[config.mk]
export PLATFORM = sky130hd
export DESIGN_NAME = uart_mmio_slave
export DESIGN_NICKNAME = d
export VERILOG_FILES = /design/src/rtl/uart_mmio_slave.sv
export SDC_FILE = /design/constraint.sdc
export NUM_CORES = 1
export LEC_CHECK = 0
export BUFFER_PORTS_ARGS = -buffer_cell sky130_fd_sc_hd__buf_2
export CAP_MARGIN = 25
export CORE_MARGIN = 1
export CORE_UTILIZATION = 23
export DETAILED_ROUTE_END_ITERATION = 6
export PLACE_DENSITY = 0.51
export SLEW_MARGIN = 15
export SYNTH_ARGS = -nofsm -noshare
export SYNTH_HDL_FRONTEND = slang
export SYNTH_SLANG_ARGS = --single-unit
[constraint.sdc]
create_clock -name clock -period 2.4 [get_ports clock]
set_input_delay 0.36 -clock clock [delete_from_list [all_inputs] [get_ports clock]]
set_output_delay 0.36 -clock clock [all_outputs]
set_load 0.01 [all_outputs]
[src/rtl/uart_mmio_slave.sv]
// -----------------------------------------------------------------------------
// uart_mmio_slave
//
// Memory-mapped 8N1 UART placed directly on the single-cycle core's data bus.
// Loads see combinational read data in the same cycle. Register side effects
// (TX start, RX flag clear) take effect on the clock edge that ends the access.
//
// Register window: 16 bytes at BASE_ADDR, decoded on HADDR[LENGTH-1:4].
//   0x0 TXDATA  W: start a frame with HWDATA[7:0] when idle (dropped if busy)
//   0x4 RXDATA  R: {0, rx_data}; the read clears rx_valid/rx_overrun/frame_err
//   0x8 STATUS  R: {0, frame_err, rx_overrun, rx_valid, tx_busy}
//
// Ports
//   clock     in   system clock, rising edge
//   reset     in   asynchronous, active-low
//   HADDR     in   byte address from the core
//   HWDATA    in   store data, only [7:0] used
//   MemWrite  in   store strobe
//   MemRead   in   load strobe
//   uart_sel  out  HADDR falls inside the register window
//   HRDATA_o  out  combinational read data, 0 outside the window
//   tx        out  serial output, idles high
//   rx        in   serial input, asynchronous to clock
//   irq       out  receive interrupt
//
// Optional feature macro: UART_IRQ_EN
//   defined   -> irq is a registered copy of (rx_valid | rx_overrun)
//   undefined -> irq is tied low
// -----------------------------------------------------------------------------
module uart_mmio_slave #(
   parameter int unsigned       LENGTH    = 32,
   parameter logic [LENGTH-1:0] BASE_ADDR = 32'h1000_0000,
   parameter int unsigned       BAUD_DIV  = 434
) (
   input  logic              clock,
   input  logic              reset,
   input  logic [LENGTH-1:0] HADDR,
   input  logic [LENGTH-1:0] HWDATA,
   input  logic              MemWrite,
   input  logic              MemRead,
   output logic              uart_sel,
   output logic [LENGTH-1:0] HRDATA_o,
   output logic              tx,
   input  logic              rx,
   output logic              irq
);

   localparam int unsigned   CW       = $clog2(BAUD_DIV);
   localparam logic [CW-1:0] CNT_LAST = CW'(BAUD_DIV - 1);
   localparam logic [CW-1:0] CNT_HALF = CW'(BAUD_DIV / 2 - 1);
   localparam logic [3:0]    OFF_TX   = 4'h0;
   localparam logic [3:0]    OFF_RX   = 4'h4;
   localparam logic [3:0]    OFF_ST   = 4'h8;

   typedef enum logic [1:0] {
      ST_IDLE  = 2'd0,
      ST_START = 2'd1,
      ST_DATA  = 2'd2,
      ST_STOP  = 2'd3
   } uart_state_e;

   // Bus decode
   logic [3:0] offset;
   logic       wr_tx;
   logic       rd_clr;
   logic       unused_hwdata;

   assign uart_sel      = (HADDR[LENGTH-1:4] == BASE_ADDR[LENGTH-1:4]);
   assign offset        = HADDR[3:0];
   assign wr_tx         = MemWrite & uart_sel & (offset == OFF_TX);
   assign rd_clr        = MemRead & uart_sel & (offset == OFF_RX);
   assign unused_hwdata = ^HWDATA[LENGTH-1:8];

   // Transmitter state
   uart_state_e tx_state_q, tx_state_d;
   logic [CW-1:0] tx_cnt_q, tx_cnt_d;
   logic [2:0]    tx_bit_q, tx_bit_d;
   logic [7:0]    tx_shift_q, tx_shift_d;
   logic          tx_q, tx_d;
   logic          tx_busy;
   logic          tx_last;

   // Receiver state
   logic          rx_meta_q, rx_meta_d;
   logic          rx_sync_q, rx_sync_d;
   logic          rx_prev_q, rx_prev_d;
   logic          rx_fall;
   uart_state_e rx_state_q, rx_state_d;
   logic [CW-1:0] rx_cnt_q, rx_cnt_d;
   logic [2:0]    rx_bit_q, rx_bit_d;
   logic [7:0]    rx_shift_q, rx_shift_d;
   logic [7:0]    rx_data_q, rx_data_d;
   logic          rx_valid_q, rx_valid_d;
   logic          rx_overrun_q, rx_overrun_d;
   logic          frame_err_q, frame_err_d;
   logic          rx_done;

   assign tx_busy   = (tx_state_q != ST_IDLE);
   assign tx_last   = (tx_cnt_q == CNT_LAST);
   assign tx        = tx_q;

   // Two-flop synchronizer plus one history flop for edge detection.
   assign rx_meta_d = rx;
   assign rx_sync_d = rx_meta_q;
   assign rx_prev_d = rx_sync_q;
   assign rx_fall   = rx_prev_q & ~rx_sync_q;
   assign rx_done   = (rx_state_q == ST_STOP) && (rx_cnt_q == CNT_LAST);

   // State registers
   always_ff @(posedge clock or negedge reset) begin
      if (!reset) begin
         tx_state_q   <= ST_IDLE;
         tx_cnt_q     <= '0;
         tx_bit_q     <= '0;
         tx_shift_q   <= '0;
         tx_q         <= 1'b1;
         rx_meta_q    <= 1'b1;
         rx_sync_q    <= 1'b1;
         rx_prev_q    <= 1'b1;
         rx_state_q   <= ST_IDLE;
         rx_cnt_q     <= '0;
         rx_bit_q     <= '0;
         rx_shift_q   <= '0;
         rx_data_q    <= '0;
         rx_valid_q   <= 1'b0;
         rx_overrun_q <= 1'b0;
         frame_err_q  <= 1'b0;
      end else begin
         tx_state_q   <= tx_state_d;
         tx_cnt_q     <= tx_cnt_d;
         tx_bit_q     <= tx_bit_d;
         tx_shift_q   <= tx_shift_d;
         tx_q         <= tx_d;
         rx_meta_q    <= rx_meta_d;
         rx_sync_q    <= rx_sync_d;
         rx_prev_q    <= rx_prev_d;
         rx_state_q   <= rx_state_d;
         rx_cnt_q     <= rx_cnt_d;
         rx_bit_q     <= rx_bit_d;
         rx_shift_q   <= rx_shift_d;
         rx_data_q    <= rx_data_d;
         rx_valid_q   <= rx_valid_d;
         rx_overrun_q <= rx_overrun_d;
         frame_err_q  <= frame_err_d;
      end
   end

   // TX next state: every non-idle state lasts exactly BAUD_DIV cycles.
   always_comb begin
      tx_state_d = tx_state_q;
      tx_cnt_d   = tx_cnt_q;
      tx_bit_d   = tx_bit_q;
      tx_shift_d = tx_shift_q;
      if (tx_state_q != ST_IDLE) begin
         tx_cnt_d = tx_last ? '0 : tx_cnt_q + 1'b1;
      end
      case (tx_state_q)
         ST_IDLE: begin
            tx_cnt_d = '0;
            if (wr_tx) begin
               tx_state_d = ST_START;
               tx_shift_d = HWDATA[7:0];
            end
         end
         ST_START: begin
            if (tx_last) begin
               tx_state_d = ST_DATA;
               tx_bit_d   = '0;
            end
         end
         ST_DATA: begin
            if (tx_last) begin
               tx_shift_d = {1'b0, tx_shift_q[7:1]};
               if (tx_bit_q == 3'd7) begin
                  tx_state_d = ST_STOP;
               end else begin
                  tx_bit_d = tx_bit_q + 1'b1;
               end
            end
         end
         ST_STOP: begin
            if (tx_last) begin
               tx_state_d = ST_IDLE;
            end
         end
         default: begin
            tx_state_d = ST_IDLE;
            tx_cnt_d   = '0;
         end
      endcase
   end

   // TX output: the line level is registered from the upcoming state so tx
   // is glitch-free and changes on the same edge as the state.
   always_comb begin
      tx_d = 1'b1;
      case (tx_state_d)
         ST_START: tx_d = 1'b0;
         ST_DATA:  tx_d = tx_shift_d[0];
         default:  tx_d = 1'b1;
      endcase
   end

   // RX next state. START waits half a bit so that DATA/STOP sample mid-bit.
   always_comb begin
      rx_state_d = rx_state_q;
      rx_cnt_d   = rx_cnt_q + 1'b1;
      rx_bit_d   = rx_bit_q;
      rx_shift_d = rx_shift_q;
      case (rx_state_q)
         ST_IDLE: begin
            rx_cnt_d = '0;
            if (rx_fall) begin
               rx_state_d = ST_START;
            end
         end
         ST_START: begin
            if (rx_cnt_q == CNT_HALF) begin
               rx_cnt_d   = '0;
               rx_bit_d   = '0;
               // A line already back high was only a glitch.
               rx_state_d = rx_sync_q ? ST_IDLE : ST_DATA;
            end
         end
         ST_DATA: begin
            if (rx_cnt_q == CNT_LAST) begin
               rx_cnt_d   = '0;
               rx_shift_d = {rx_sync_q, rx_shift_q[7:1]};
               if (rx_bit_q == 3'd7) begin
                  rx_state_d = ST_STOP;
               end else begin
                  rx_bit_d = rx_bit_q + 1'b1;
               end
            end
         end
         ST_STOP: begin
            if (rx_cnt_q == CNT_LAST) begin
               rx_cnt_d   = '0;
               rx_state_d = ST_IDLE;
            end
         end
         default: begin
            rx_state_d = ST_IDLE;
            rx_cnt_d   = '0;
         end
      endcase
   end

   // RX outputs. A completing byte overrides a same-edge RXDATA read, and
   // then only the new byte's condition drives the flags.
   always_comb begin
      rx_data_d    = rx_data_q;
      rx_valid_d   = rx_valid_q & ~rd_clr;
      rx_overrun_d = rx_overrun_q & ~rd_clr;
      frame_err_d  = frame_err_q & ~rd_clr;
      if (rx_done) begin
         rx_data_d    = rx_shift_q;
         rx_valid_d   = 1'b1;
         rx_overrun_d = rx_overrun_d | (rx_valid_q & ~rd_clr);
         frame_err_d  = frame_err_d | ~rx_sync_q;
      end
   end

   // Read mux
   always_comb begin
      HRDATA_o = '0;
      if (uart_sel) begin
         case (offset)
            OFF_RX:  HRDATA_o = {{(LENGTH-8){1'b0}}, rx_data_q};
            OFF_ST:  HRDATA_o = {{(LENGTH-4){1'b0}}, frame_err_q, rx_overrun_q,
                                 rx_valid_q, tx_busy};
            default: HRDATA_o = '0;
         endcase
      end
   end

`ifdef UART_IRQ_EN
   logic irq_q, irq_d;

   assign irq_d = rx_valid_q | rx_overrun_q;
   assign irq   = irq_q;

   always_ff @(posedge clock or negedge reset) begin
      if (!reset) begin
         irq_q <= 1'b0;
      end else begin
         irq_q <= irq_d;
      end
   end
`else
   assign irq = 1'b0;
`endif

endmodule
==> run metrics, run 1 <==
outcome=finished, final reports clean; Static Leakage=1.78 nW; netlist area before placement=approximately 3200 um2; pin count of the biggest net entering global routing=60; clock tree sinks=59; Critical Path, Cell by Cell=buf_2 > nor4_1 > and4_1 > nand2_1 > inv_1 > and3_1 > buf_2; Starting Density=a little under a quarter; most common library cell in the layout ignoring fill and taps=sky130_fd_sc_hd__dfrtp_1; maximum clock insertion buffer count=2; Worst Path Required=2.04 ns; DRC violations left=0; number of warnings issued by yosys=0; post-synth top area share=43.6%; power per cell area=593 nW/um2; Initial DRT Pass Iterations=4; first-pass GRT wire length=10600 um; WL final=between 6000 and 7000 um; Period Utilization, post-route=80.1%; core box area=13300 um2; minimum clock period=1.92 ns; vias in the first global route=2322; critical setup path kind=in2out; Resized Gates After CTS=0; Rows=42; die outline area=14200 um2; average instance area after synthesis=10.4 um2; Wirelength per Cell=11.5 um; worst clock skew on the final layout=0.00413 ns; clock slew seen by the registers of the worst setup and hold paths=0.05 ns; achievable frequency=520 MHz; antenna violations before repair=0; share of synthesized area occupied by flip-flops and latches=46.9%; count of input and output buffers=54; quantity of hold-fixing buffers added after cts=0; detailed-placement wirelength estimate=roughly 4700 um; H-tree levels=3; worst-skew pair later-pin latency=between 0.3 and 0.4 ns; Max Cap Violations=0; final hold vios=0; worst voltage drop across the vdd grid=0.000327 V; cell class contributing the biggest share of worst-path delay=simple AND/OR/NAND/NOR gates; highest-count cells in the layout ignoring fill and taps=sky130_fd_sc_hd__dfrtp_1 (55), sky130_fd_sc_hd__buf_2 (54), sky130_fd_sc_hd__nor2_1 (30); vias after detailed routing=around 2400; number of library cell types mapped by synthesis=between 50 and 60; net count reported at finish=444; die width=roughly 120 um; cell repeated most along the worst path=sky130_fd_sc_hd__buf_2; number of diodes=0; weighted congestion reported at the end of routability-driven placement=roughly 0.75; 1st-iter DRT viols=148; crit path buf inv count=3; Num CTS Buffers=9; synthesis-to-layout area growth=21.6%; clock tree from TritonCTS=yes; total congestion overflow after global routing=0; Total GRT Usage=under 10%; dominant cell type by area after synthesis=sky130_fd_sc_hd__dfrtp_1; setup TNS after final layout=0 ns; master cell of the clock root buffer=sky130_fd_sc_hd__clkbuf_16; die height=119 um; max-slew violation total from the final report=0; r2r setup slk=0.49 ns; Vias per Instance=4.36; Mapped Cells=a little over 300; critical path data arrival time=1.56 ns; Min-Delay Path Class=in2async; prevailing post-synth register cell=sky130_fd_sc_hd__dfrtp_1; largest stage delay on the critical path=0.27 ns; Worst Setup End Kind=output pin; main area contributors after synthesis=sky130_fd_sc_hd__dfrtp_1 (44%), sky130_fd_sc_hd__buf_4 (6.2%), sky130_fd_sc_hd__mux2_2 (6.1%); final setup violating endpoints=0; count of flip-flops with a built-in enable after synthesis=0; count of pins on the block boundary=104; critical path peak fanout=5; DRT antenna net count=0; register bit count reported by yosys=59; post-CTS repair timing setup buffer count=0; Setup crit start kind=input port; number of inserted filler cells in the final layout=1380; total area of multi-input combinational cells=~1500 um2; Worst path slowest cell=sky130_fd_sc_hd__nor4_1; fraction of layout instances using a drive strength above 1=approximately 28%; Async S/R FF share, synth=100%; area taken by flip-flops and latches=1480 um2; post-layout power=0.00228 W; RSZ-0062 raised after global routing=false
synthesized netlist by cell type (3+ instances only):
master and n:
sky130_fd_sc_hd__ha_1 9, sky130_fd_sc_hd__a22oi_1 5, sky130_fd_sc_hd__dfrtp_1 55, sky130_fd_sc_hd__mux2_2 17
sky130_fd_sc_hd__buf_4 26, sky130_fd_sc_hd__nand3_1 9, sky130_fd_sc_hd__nand4_1 13, sky130_fd_sc_hd__xor2_1 5
sky130_fd_sc_hd__nor4_1 6, sky130_fd_sc_hd__and3_1 9, sky130_fd_sc_hd__inv_1 8, sky130_fd_sc_hd__o211ai_1 5
sky130_fd_sc_hd__o21ai_0 8, sky130_fd_sc_hd__buf_2 3, sky130_fd_sc_hd__nand2_1 21, sky130_fd_sc_hd__nor3_1 4
sky130_fd_sc_hd__dfstp_2 4, sky130_fd_sc_hd__clkbuf_1 4, sky130_fd_sc_hd__nor2_1 30, sky130_fd_sc_hd__a21oi_1 6
sky130_fd_sc_hd__xnor2_1 10, sky130_fd_sc_hd__nor2b_1 4, sky130_fd_sc_hd__nor3b_1 3, sky130_fd_sc_hd__and4_1 3
worst register-to-register path, cell delays in order, from the launching register on:
cell and delay, ns:
sky130_fd_sc_hd__dfrtp_1 0.50, sky130_fd_sc_hd__or2_1 0.32, sky130_fd_sc_hd__nor4bb_1 0.33, sky130_fd_sc_hd__and3_1 0.44, sky130_fd_sc_hd__o21ai_0 0.17
cell families (layout without fill, tap and decap cells):
kind of cell | count (synthesis) | in the layout | synth area share (%)
AND/OR/NAND/NOR | 121 | 121 | 21.3
flip-flops | 59 | 59 | 46.9
buffers and inverters | 42 | 85 | 8.45
AO/OA/AOI/OAI | 38 | 38 | 8.72
multiplexers | 19 | 19 | 6.74
XOR/XNOR | 15 | 15 | 4.16
adder cells (fa/ha/maj) | 9 | 9 | 3.57
other | 1 | 25 | 0.119
metrics by stage:
step | std cells | setup slack [ns] | hold WS (ns) | utilization [%] | cell area (um2)
after floorplan | 328 | 0.597 | 0.0644 | - | 3250
after global placement | 531 | 0.462 | 0.347 | 26.8 | 3560
after detailed placement | 531 | 0.462 | 0.350 | 26.8 | 3560
after CTS | 547 | 0.452 | 0.0437 | 28.9 | 3840
after global routing | 547 | 0.314 | 0.0656 | 28.9 | 3840
final | 547 | 0.477 | 0.0244 | 28.9 | 3840
report_power, final:
part	switching, W	total, W	leakage, nW	internal (W)
logic	0.0000641	0.000105	0.892	0.0000409
clock network	0.000409	0.00116	0.137	0.000750
registers	0.00000745	0.00101	0.757	0.00101
metal layers:
layer	vias up	global-route usage, %	part of all wire, %
li1	1167	-	-
met1	1156	11.8	47
met2	55	14.8	47
met3	8	3.59	4.8
met4	0	2.61	1.1
met5	-	0	0
path summary, 6_finish.rpt:
kind,startpoint,end,cells after the start
setup reg to reg,tx_state_q[0]$_DFF_PN0_,tx_shift_q[1]$_DFFE_PN0P_,4
hold / removal,reset,tx_bit_q[2]$_DFFE_PN0P_,2
min in group clock,rx,rx_meta_q$_DFF_PN1_,1
max in group asynchronous,reset,rx_prev_d$_DFF_PN1_,2
setup / recovery,HADDR[13],HRDATA_o[4],7
hold reg to reg,rx_meta_q$_DFF_PN1_,rx_prev_d$_DFF_PN1_,0
registers in the layout, summed over array words and instances, names as in the netlist, 3 cells and up:
| name | cells |
|---|---|
| rx_data_q | 8 |
| tx_cnt_q | 9 |
| tx_bit_q | 3 |
| rx_cnt_q | 9 |
| rx_shift_q | 8 |
| tx_shift_q | 8 |
| rx_bit_q | 3 |
cell type report:
type	instances	share of cell area, %
clock buffers	14	6.88
clock inverters	2	0.261
inverters	8	0.782
multi-input cells	227	39.0
flip-flops and latches	59	38.6
well taps	176	5.74
repair buffers	61	8.74
Power figures use the tool's default switching activity.
==> run 2: changes to the inputs <==
--- a/config.mk
+++ b/config.mk
@@ -5,12 +5,13 @@
 export SDC_FILE = /design/constraint.sdc
 export NUM_CORES = 1
 export LEC_CHECK = 0
+export ABC_AREA = 1
 export BUFFER_PORTS_ARGS = -buffer_cell sky130_fd_sc_hd__buf_2
 export CAP_MARGIN = 25
 export CORE_MARGIN = 1
 export CORE_UTILIZATION = 23
 export DETAILED_ROUTE_END_ITERATION = 6
-export PLACE_DENSITY = 0.51
+export PLACE_DENSITY = 0.5
 export SLEW_MARGIN = 15
 export SYNTH_ARGS = -nofsm -noshare
 export SYNTH_HDL_FRONTEND = slang
==> constraint.sdc (replaced) <==
create_clock -name clock -period 1.9 [get_ports clock]
set_input_delay 0.285 -clock clock [delete_from_list [all_inputs] [get_ports clock]]
set_output_delay 0.285 -clock clock [all_outputs]
set_load 0.01 [all_outputs]
==> run 2 against run 1 <==
First-iteration DRC count down 34%; clock-buffer cell count decreased by 1; worst hold slack improved by 0.043 ns; die area rose by 2.0%; via count increased by 8.5%; cell area grew 2.1%.
==> run metrics, run 2 <==
cell-internal power=0.00232 W (was 0.00180 W); outcome=finished, final reports clean (unchanged); first-pass GRT wire length=10900 um (was 10600 um); power share of the sequential group=43.5% (was 44.5%); core box area=13500 um2 (was 13300 um2); final hold vios=0 (unchanged); Period Utilization, post-route=a little over nine tenths; clock power share=46.4% (was 50.9%); slew margin rel.=about three fifths; net count reported at finish=537 (was 444); Rows=42 (unchanged); count of input and output buffers=54 (unchanged); worst reg2reg path depth=11 (was 4); detailed-placement wirelength estimate=4980 um (was 4650 um); highest-count cells in the layout ignoring fill and taps=sky130_fd_sc_hd__nand2_1 (96), sky130_fd_sc_hd__dfrtp_1 (55), sky130_fd_sc_hd__buf_2 (54) (was sky130_fd_sc_hd__dfrtp_1 (55), sky130_fd_sc_hd__buf_2 (54), sky130_fd_sc_hd__nor2_1 (30)); critical path data arrival time=1.52 ns (was 1.56 ns); vias in the first global route=2524 (was 2322); netlist area before placement=3220 um2 (was 3160 um2); most common library cell in the layout ignoring fill and taps=sky130_fd_sc_hd__nand2_1 (was sky130_fd_sc_hd__dfrtp_1); Initial DRT Pass Iterations=4 (unchanged); number of stages on the worst hold path=1; die height=120 um (was 119 um); antenna violations before repair=0 (unchanged); Worst Path Required=1.62 ns (was 2.04 ns); minimum clock period=1.81 ns; fraction of layout instances using a drive strength above 1=25.4% (was 27.8%); die width=120 um (was 119 um); Max Cap Violations=0 (unchanged); prevailing post-synth register cell=sky130_fd_sc_hd__dfrtp_1 (unchanged); Wirelength per Cell=10.2 um (was 11.5 um); worst voltage drop across the vdd grid=0.000394 V (was 0.000327 V); number of diodes=0 (unchanged); Async S/R FF share, synth=100% (unchanged); Mapped Cells=391 (was 304); share of synthesized area occupied by flip-flops and latches=46.0% (was 46.9%); DRC violations left=0 (unchanged); Starting Density=23.9% (was 23.7%); registers with the highest flip-flop counts=rx_cnt_q (9), tx_cnt_q (9) (unchanged); proportion of power drawn by combinational gates=10.1% (was 4.6%); net switching power of the design=0.000772 W (was 0.000481 W); die outline area=14500 um2 (was 14200 um2); 1st-iter DRT viols=98 (was 148); final core utilization=29.1% (was 28.9%); Static Leakage=1.92 nW (was 1.78 nW); register bit count reported by yosys=59 (unchanged); count of flip-flops with a built-in enable after synthesis=0 (unchanged); global routing's busiest layer=met2 (unchanged); final setup violating endpoints=0 (unchanged); clock slew seen by the registers of the worst setup and hold paths=0.05 ns (about the same); met2 Resource Use GR=17.3% (was 14.8%); vias after detailed routing=2590 (was 2386); met3 Usage GRT=3.35% (was 3.59%); number of library cell types mapped by synthesis=38 (was 54); power per cell area=790 nW/um2 (was 593 nW/um2); most repeated cell in the gate-level netlist after synthesis=sky130_fd_sc_hd__nand2_1 (was sky130_fd_sc_hd__dfrtp_1); weighted congestion reported at the end of routability-driven placement=0.797 (was 0.751); DP Worst Slack=0.104 ns (was 0.462 ns); clock tree from TritonCTS=yes (unchanged); pin count of the biggest net entering global routing=24 (was 60); total congestion overflow after global routing=0 (unchanged); master cell of the clock root buffer=sky130_fd_sc_hd__clkbuf_16 (unchanged); Setup crit start kind=flop (was input port); Switching Fraction=24.9% (was 21.1%); commonest cells in the netlist=sky130_fd_sc_hd__nand2_1 (96), sky130_fd_sc_hd__dfrtp_1 (55), sky130_fd_sc_hd__nor2_1 (48) (was sky130_fd_sc_hd__dfrtp_1 (55), sky130_fd_sc_hd__nor2_1 (30), sky130_fd_sc_hd__buf_4 (26)); met1 track demand over resource in global routing=10.5% (was 11.8%); RSZ-0062 raised after global routing=false (unchanged); number of warnings issued by yosys=0 (unchanged); post-synth top area share=42.8% (was 43.6%); synthesis-to-layout area growth=21.8% (was 21.6%); setup TNS after final layout=0 ns (unchanged); WL final=6540 um (was 6290 um); worst clock skew on the final layout=0.00570 ns (was 0.00413 ns); average instance area after synthesis=8.23 um2 (was 10.4 um2); count of pins on the block boundary=104 (unchanged); Worst-Margin Slew=0.584 ns; max-slew violation total from the final report=0 (unchanged); maximum clock insertion buffer count=2 (unchanged); Num CTS Buffers=9 (unchanged); clock tree sinks=59 (unchanged); worst-skew pair later-pin latency=0.32 ns (about the same); Total GRT Usage=9.59% (was 9.35%); Worst Setup End Kind=output pin (unchanged); dominant cell type by area after synthesis=sky130_fd_sc_hd__dfrtp_1 (unchanged); achievable frequency=553 MHz; Min-Delay Path Class=in2reg (was in2async); critical setup path kind=reg2out (was in2out); main area contributors after synthesis=sky130_fd_sc_hd__dfrtp_1 (43%), sky130_fd_sc_hd__nand2_1 (11%), sky130_fd_sc_hd__buf_4 (5.8%) (was sky130_fd_sc_hd__dfrtp_1 (44%), sky130_fd_sc_hd__buf_4 (6.2%), sky130_fd_sc_hd__mux2_2 (6.1%)); DRT antenna net count=0 (unchanged); H-tree levels=3 (unchanged); critical path peak fanout=5 (unchanged); post-layout power=0.00310 W (was 0.00228 W); Final Worst Setup Slack=0.0926 ns (was 0.477 ns); Vias per Instance=4.05 (was 4.36)
-- run 2: cell count changes after synthesis, moves of 8 or more --
cell	previous run	this run
sky130_fd_sc_hd__nand2_1	21	96
sky130_fd_sc_hd__inv_1	8	37
sky130_fd_sc_hd__inv_2	0	9
sky130_fd_sc_hd__o21ai_2	0	10
sky130_fd_sc_hd__nand4_1	13	3
sky130_fd_sc_hd__nor2_1	30	48
sky130_fd_sc_hd__xnor2_1	10	2
sky130_fd_sc_hd__mux2_2	17	0
sky130_fd_sc_hd__and3_1	9	0
-- run 2: worst paths after layout --
kind                            slack, ns                        end                    start
worst max-delay path                 0.09                HRDATA_o[0]  tx_state_q[1]$_DFF_PN0_
worst min-delay path                 0.07        rx_meta_q$_DFF_PN1_                       rx
worst max register to register       0.28    rx_bit_q[2]$_DFFE_PN0P_    rx_cnt_q[0]$_DFF_PN0_
worst min register to register       0.35        rx_prev_d$_DFF_PN1_      rx_meta_q$_DFF_PN1_
max in group asynchronous            0.75  rx_shift_q[3]$_DFFE_PN0P_                    reset
min in group asynchronous            0.51  tx_shift_q[1]$_DFFE_PN0P_                    reset
-- run 2: cell families (layout without fill, tap and decap cells) --
logic type               after synthesis  count (layout)  share of synthesized area [%]
flip-flops                            59              59                           46.0
other                                  1              25                          0.116
AND/OR/NAND/NOR                      197             197                           28.1
AO/OA/AOI/OAI                         45              45                           8.74
XOR/XNOR                               5               5                           1.36
buffers and inverters                 75             124                           12.2
adder cells (fa/ha/maj)                9               9                           3.50
-- run 2: timing repair --
| item | 4_1_cts | 5_1_grt |
|---|---|---|
| buffers inserted | 1 | 0 |
| gates resized for setup | 1 | 0 |
| endpoints found under the hold margin | 20 | 0 |
| hold buffers | 1 | 0 |
| setup endpoints to repair | 1 | 0 |
-- run 2: cell type report --
cell class              instances  area [um2]
inverters                      47         178
flip-flops and latches         59        1480
multi-input cells             281        1440
well taps                     176         220
clock inverters                 3        15.0
repair buffers                 61         338
clock buffers                  13         250
fillers                      1453        9530
-- run 2: worst max-delay path, cell delays in order, from the launching register on --
cell and delay (ns):
sky130_fd_sc_hd__dfrtp_1 0.43, sky130_fd_sc_hd__nor2_2 0.12, sky130_fd_sc_hd__or2_2 0.30, sky130_fd_sc_hd__a21oi_1 0.18, sky130_fd_sc_hd__buf_2 0.16
-- run 2: power by group through the flow --
stage | Clock, W | Combinational (W) | Sequential, W
final | 0.00144 | 0.000313 | 0.00135
after global routing | 0.00153 | 0.000375 | 0.00135
after CTS | 0.00148 | 0.000321 | 0.00135
after detailed placement | 0 | 0.000317 | 0.00137
after global placement | 0 | 0.000313 | 0.00136
after floorplan | 0 | 0.000235 | 0.00136
-- run 2: per-stage QoR --
step           hold slack [ns]  instances  area, um2
4_1_cts                 0.0522        640       3920
2_1_floorplan          -0.0106        415       3310
3_5_place_dp             0.329        622       3630
3_3_place_gp             0.326        622       3630
5_1_grt                 0.0489        640       3920
6_report                0.0677        640       3920
-- run 2: layer usage --
| layer | up-vias | routed length [um] |
|---|---|---|
| li1 | 1319 | - |
| met1 | 1182 | 2840 |
| met2 | 79 | 3230 |
| met3 | 10 | 394 |
| met4 | 0 | 78 |
| met5 | - | 0 |
==> run 3: changes to the inputs <==
--- a/config.mk
+++ b/config.mk
@@ -12,6 +12,7 @@
 export CORE_UTILIZATION = 23
 export DETAILED_ROUTE_END_ITERATION = 6
 export PLACE_DENSITY = 0.5
+export RECOVER_POWER = 100
 export SLEW_MARGIN = 15
 export SYNTH_ARGS = -nofsm -noshare
 export SYNTH_HDL_FRONTEND = slang
==> run 3 against run 2 <==
Worst hold slack got worse by 0.0016 ns; total power decreased by 0.40%; maximum frequency increased by 0.67%; combinational power decreased by 4%; flip-flop and latch count unchanged; clock skew about the same; utilization decreased by 0.58 points; via count increased by 0.19%; highest routed layer unchanged.
==> run metrics, run 3 (same netlist as run 2, synthesis figures left out) <==
die width=120 um (unchanged); die outline area=14500 um2 (unchanged); vias in the first global route=2524 (unchanged); highest-count cells in the layout ignoring fill and taps=sky130_fd_sc_hd__nand2_1 (99), sky130_fd_sc_hd__dfrtp_1 (55), sky130_fd_sc_hd__nor2_1 (49) (was sky130_fd_sc_hd__nand2_1 (96), sky130_fd_sc_hd__dfrtp_1 (55), sky130_fd_sc_hd__buf_2 (54)); achievable frequency=557 MHz (was 553 MHz); die height=120 um (unchanged); RSZ-0062 raised after global routing=false (unchanged); count of input and output buffers=54 (unchanged); core box area=13500 um2 (unchanged); setup TNS after final layout=0 ns (unchanged); detailed-placement wirelength estimate=4980 um (unchanged); weighted congestion reported at the end of routability-driven placement=0.797 (unchanged); pin count of the biggest net entering global routing=24 (unchanged); master cell of the clock root buffer=sky130_fd_sc_hd__clkbuf_16 (unchanged); net switching power of the design=0.000768 W (was 0.000772 W); WL final=6560 um (was 6540 um); proportion of power drawn by combinational gates=9.7% (was 10.1%); final hold vios=0 (unchanged); reg2reg end=tx$_DFF_PN1_ (was rx_bit_q[2]$_DFFE_PN0P_); slew margin rel.=59.4% (was 61.0%); clock tree from TritonCTS=yes (unchanged); final setup violating endpoints=0 (unchanged); Max Cap Violations=0 (unchanged); count of pins on the block boundary=104 (unchanged); most common library cell in the layout ignoring fill and taps=sky130_fd_sc_hd__nand2_1 (unchanged); DRC violations left=0 (unchanged); Total GRT Usage=9.59% (unchanged); Rows=42 (unchanged); Period Utilization, post-route=94.5% (was 95.1%); maximum clock insertion buffer count=2 (unchanged); first-pass GRT wire length=10900 um (unchanged); power share of the sequential group=43.6% (was 43.5%); critical setup path kind=reg2out (unchanged); clock slew seen by the registers of the worst setup and hold paths=0.05 ns (about the same); total congestion overflow after global routing=0 (unchanged); Initial DRT Pass Iterations=4 (unchanged); r2r setup slk=0.23 ns (was 0.28 ns); worst reg2reg path depth=13 (was 11); end of the critical path=HRDATA_o[0] (unchanged); outcome=finished, final reports clean (unchanged); H-tree levels=3 (unchanged); critical path data arrival time=1.51 ns (was 1.52 ns); worst clock skew on the final layout=0.00582 ns (was 0.00570 ns); 1st-iter DRT viols=107 (was 98); antenna violations before repair=0 (unchanged); startpoint of the worst setup timing path=tx_state_q[1]$_DFF_PN0_ (unchanged); Static Leakage=1.86 nW (was 1.92 nW); registers with the highest flip-flop counts=rx_cnt_q (9), tx_cnt_q (9) (unchanged); net count reported at finish=537 (unchanged); launch instance of the worst register-to-register path=tx_cnt_q[1]$_DFF_PN0_ (was rx_cnt_q[0]$_DFF_PN0_); number of diodes=0 (unchanged); Vias per Instance=4.05 (about the same); fraction of layout instances using a drive strength above 1=19.8% (was 25.4%); Num CTS Buffers=9 (unchanged); max-slew violation total from the final report=0 (unchanged); Worst Setup End Kind=output pin (unchanged); DRT antenna net count=0 (unchanged); Starting Density=23.9% (unchanged); worst voltage drop across the vdd grid=0.000400 V (was 0.000394 V); clock power share=46.7% (was 46.4%); Switching Fraction=24.9% (about the same); Setup crit start kind=flop (unchanged); vias after detailed routing=2595 (was 2590); cell-internal power=0.00231 W (was 0.00232 W); critical path peak fanout=5 (unchanged); synthesis-to-layout area growth=19.4% (was 21.8%); power per cell area=802 nW/um2 (was 790 nW/um2); Min-Delay Path Class=in2reg (unchanged); Final Worst Setup Slack=0.105 ns (was 0.0926 ns); DP Worst Slack=0.104 ns (unchanged); number of inserted filler cells in the final layout=1473 (was 1453); Worst-Margin Slew=0.609 ns (was 0.584 ns); Worst Path Required=1.62 ns (about the same); clock tree sinks=59 (unchanged); final core utilization=28.6% (was 29.1%); worst-skew pair later-pin latency=0.32 ns (about the same); minimum clock period=1.80 ns (was 1.81 ns); Wirelength per Cell=10.3 um (was 10.2 um)
==> run 3: worst max-delay path: stages, from the launching register on <==
cell and delay [ns]:
sky130_fd_sc_hd__dfrtp_1 0.43, sky130_fd_sc_hd__nor2_2 0.12, sky130_fd_sc_hd__or2_2 0.30, sky130_fd_sc_hd__a21oi_1 0.17
sky130_fd_sc_hd__buf_2 0.16
==> run 3: power groups by stage <==
| stage | sequential, W | clock, W | combinational, W |
|---|---|---|---|
| after floorplan | 0.00136 | 0 | 0.000235 |
| after global placement | 0.00136 | 0 | 0.000313 |
| after detailed placement | 0.00137 | 0 | 0.000317 |
| after CTS | 0.00135 | 0.00148 | 0.000321 |
| after global routing | 0.00135 | 0.00153 | 0.000359 |
| final | 0.00134 | 0.00144 | 0.000299 |
==> run 3: layout make-up <==
| cell class | instances | area [um2] | area share, % |
|---|---|---|---|
| clock buffers | 13 | 250 | 6.51 |
| multi-input cells | 281 | 1390 | 36.2 |
| inverters | 47 | 178 | 4.62 |
| clock inverters | 3 | 15.0 | 0.391 |
| well taps | 176 | 220 | 5.73 |
| repair buffers | 61 | 308 | 8.01 |
| flip-flops and latches | 59 | 1480 | 38.6 |
==> run 3: per-layer routing <==
metal | part of all wire, % | track usage (%) | vias to the layer above
met5 | 0 | 0 | -
met4 | 1.3 | 2.78 | 0
met3 | 6.3 | 3.35 | 13
met2 | 49 | 17.3 | 78
met1 | 44 | 10.5 | 1186
li1 | - | - | 1318
==> run 3: what timing repair did <==
item                       CTS  global route
hold buffers                 1             0
hold endpoints to repair    20             0
buffers inserted             1             0
gates resized for setup      1             0
setup endpoints to repair    1             0
==> run 3: how the worst min path moves through the flow <==
| stage | start | end | depth (start not counted) |
|---|---|---|---|
| after floorplan | reset | frame_err_q$_DFF_PN0_ | 0 |
| after global placement | reset | rx_shift_q[6]$_DFFE_PN0P_ | 1 |
| after detailed placement | reset | rx_shift_q[5]$_DFFE_PN0P_ | 1 |
| after CTS | rx | rx_meta_q$_DFF_PN1_ | 1 |
| after global routing | rx | rx_meta_q$_DFF_PN1_ | 1 |
| final | rx | rx_meta_q$_DFF_PN1_ | 1 |
==> run 3: per-stage QoR <==
stage               hold slack (ns)  area [um2]  std cells  power, W
global placement              0.326        3630        622   0.00168
finish                       0.0662        3840        640   0.00308
detailed placement            0.329        3630        622   0.00168
CTS                          0.0522        3920        640   0.00315
floorplan                   -0.0106        3310        415   0.00159
global route                 0.0489        3840        640   0.00324
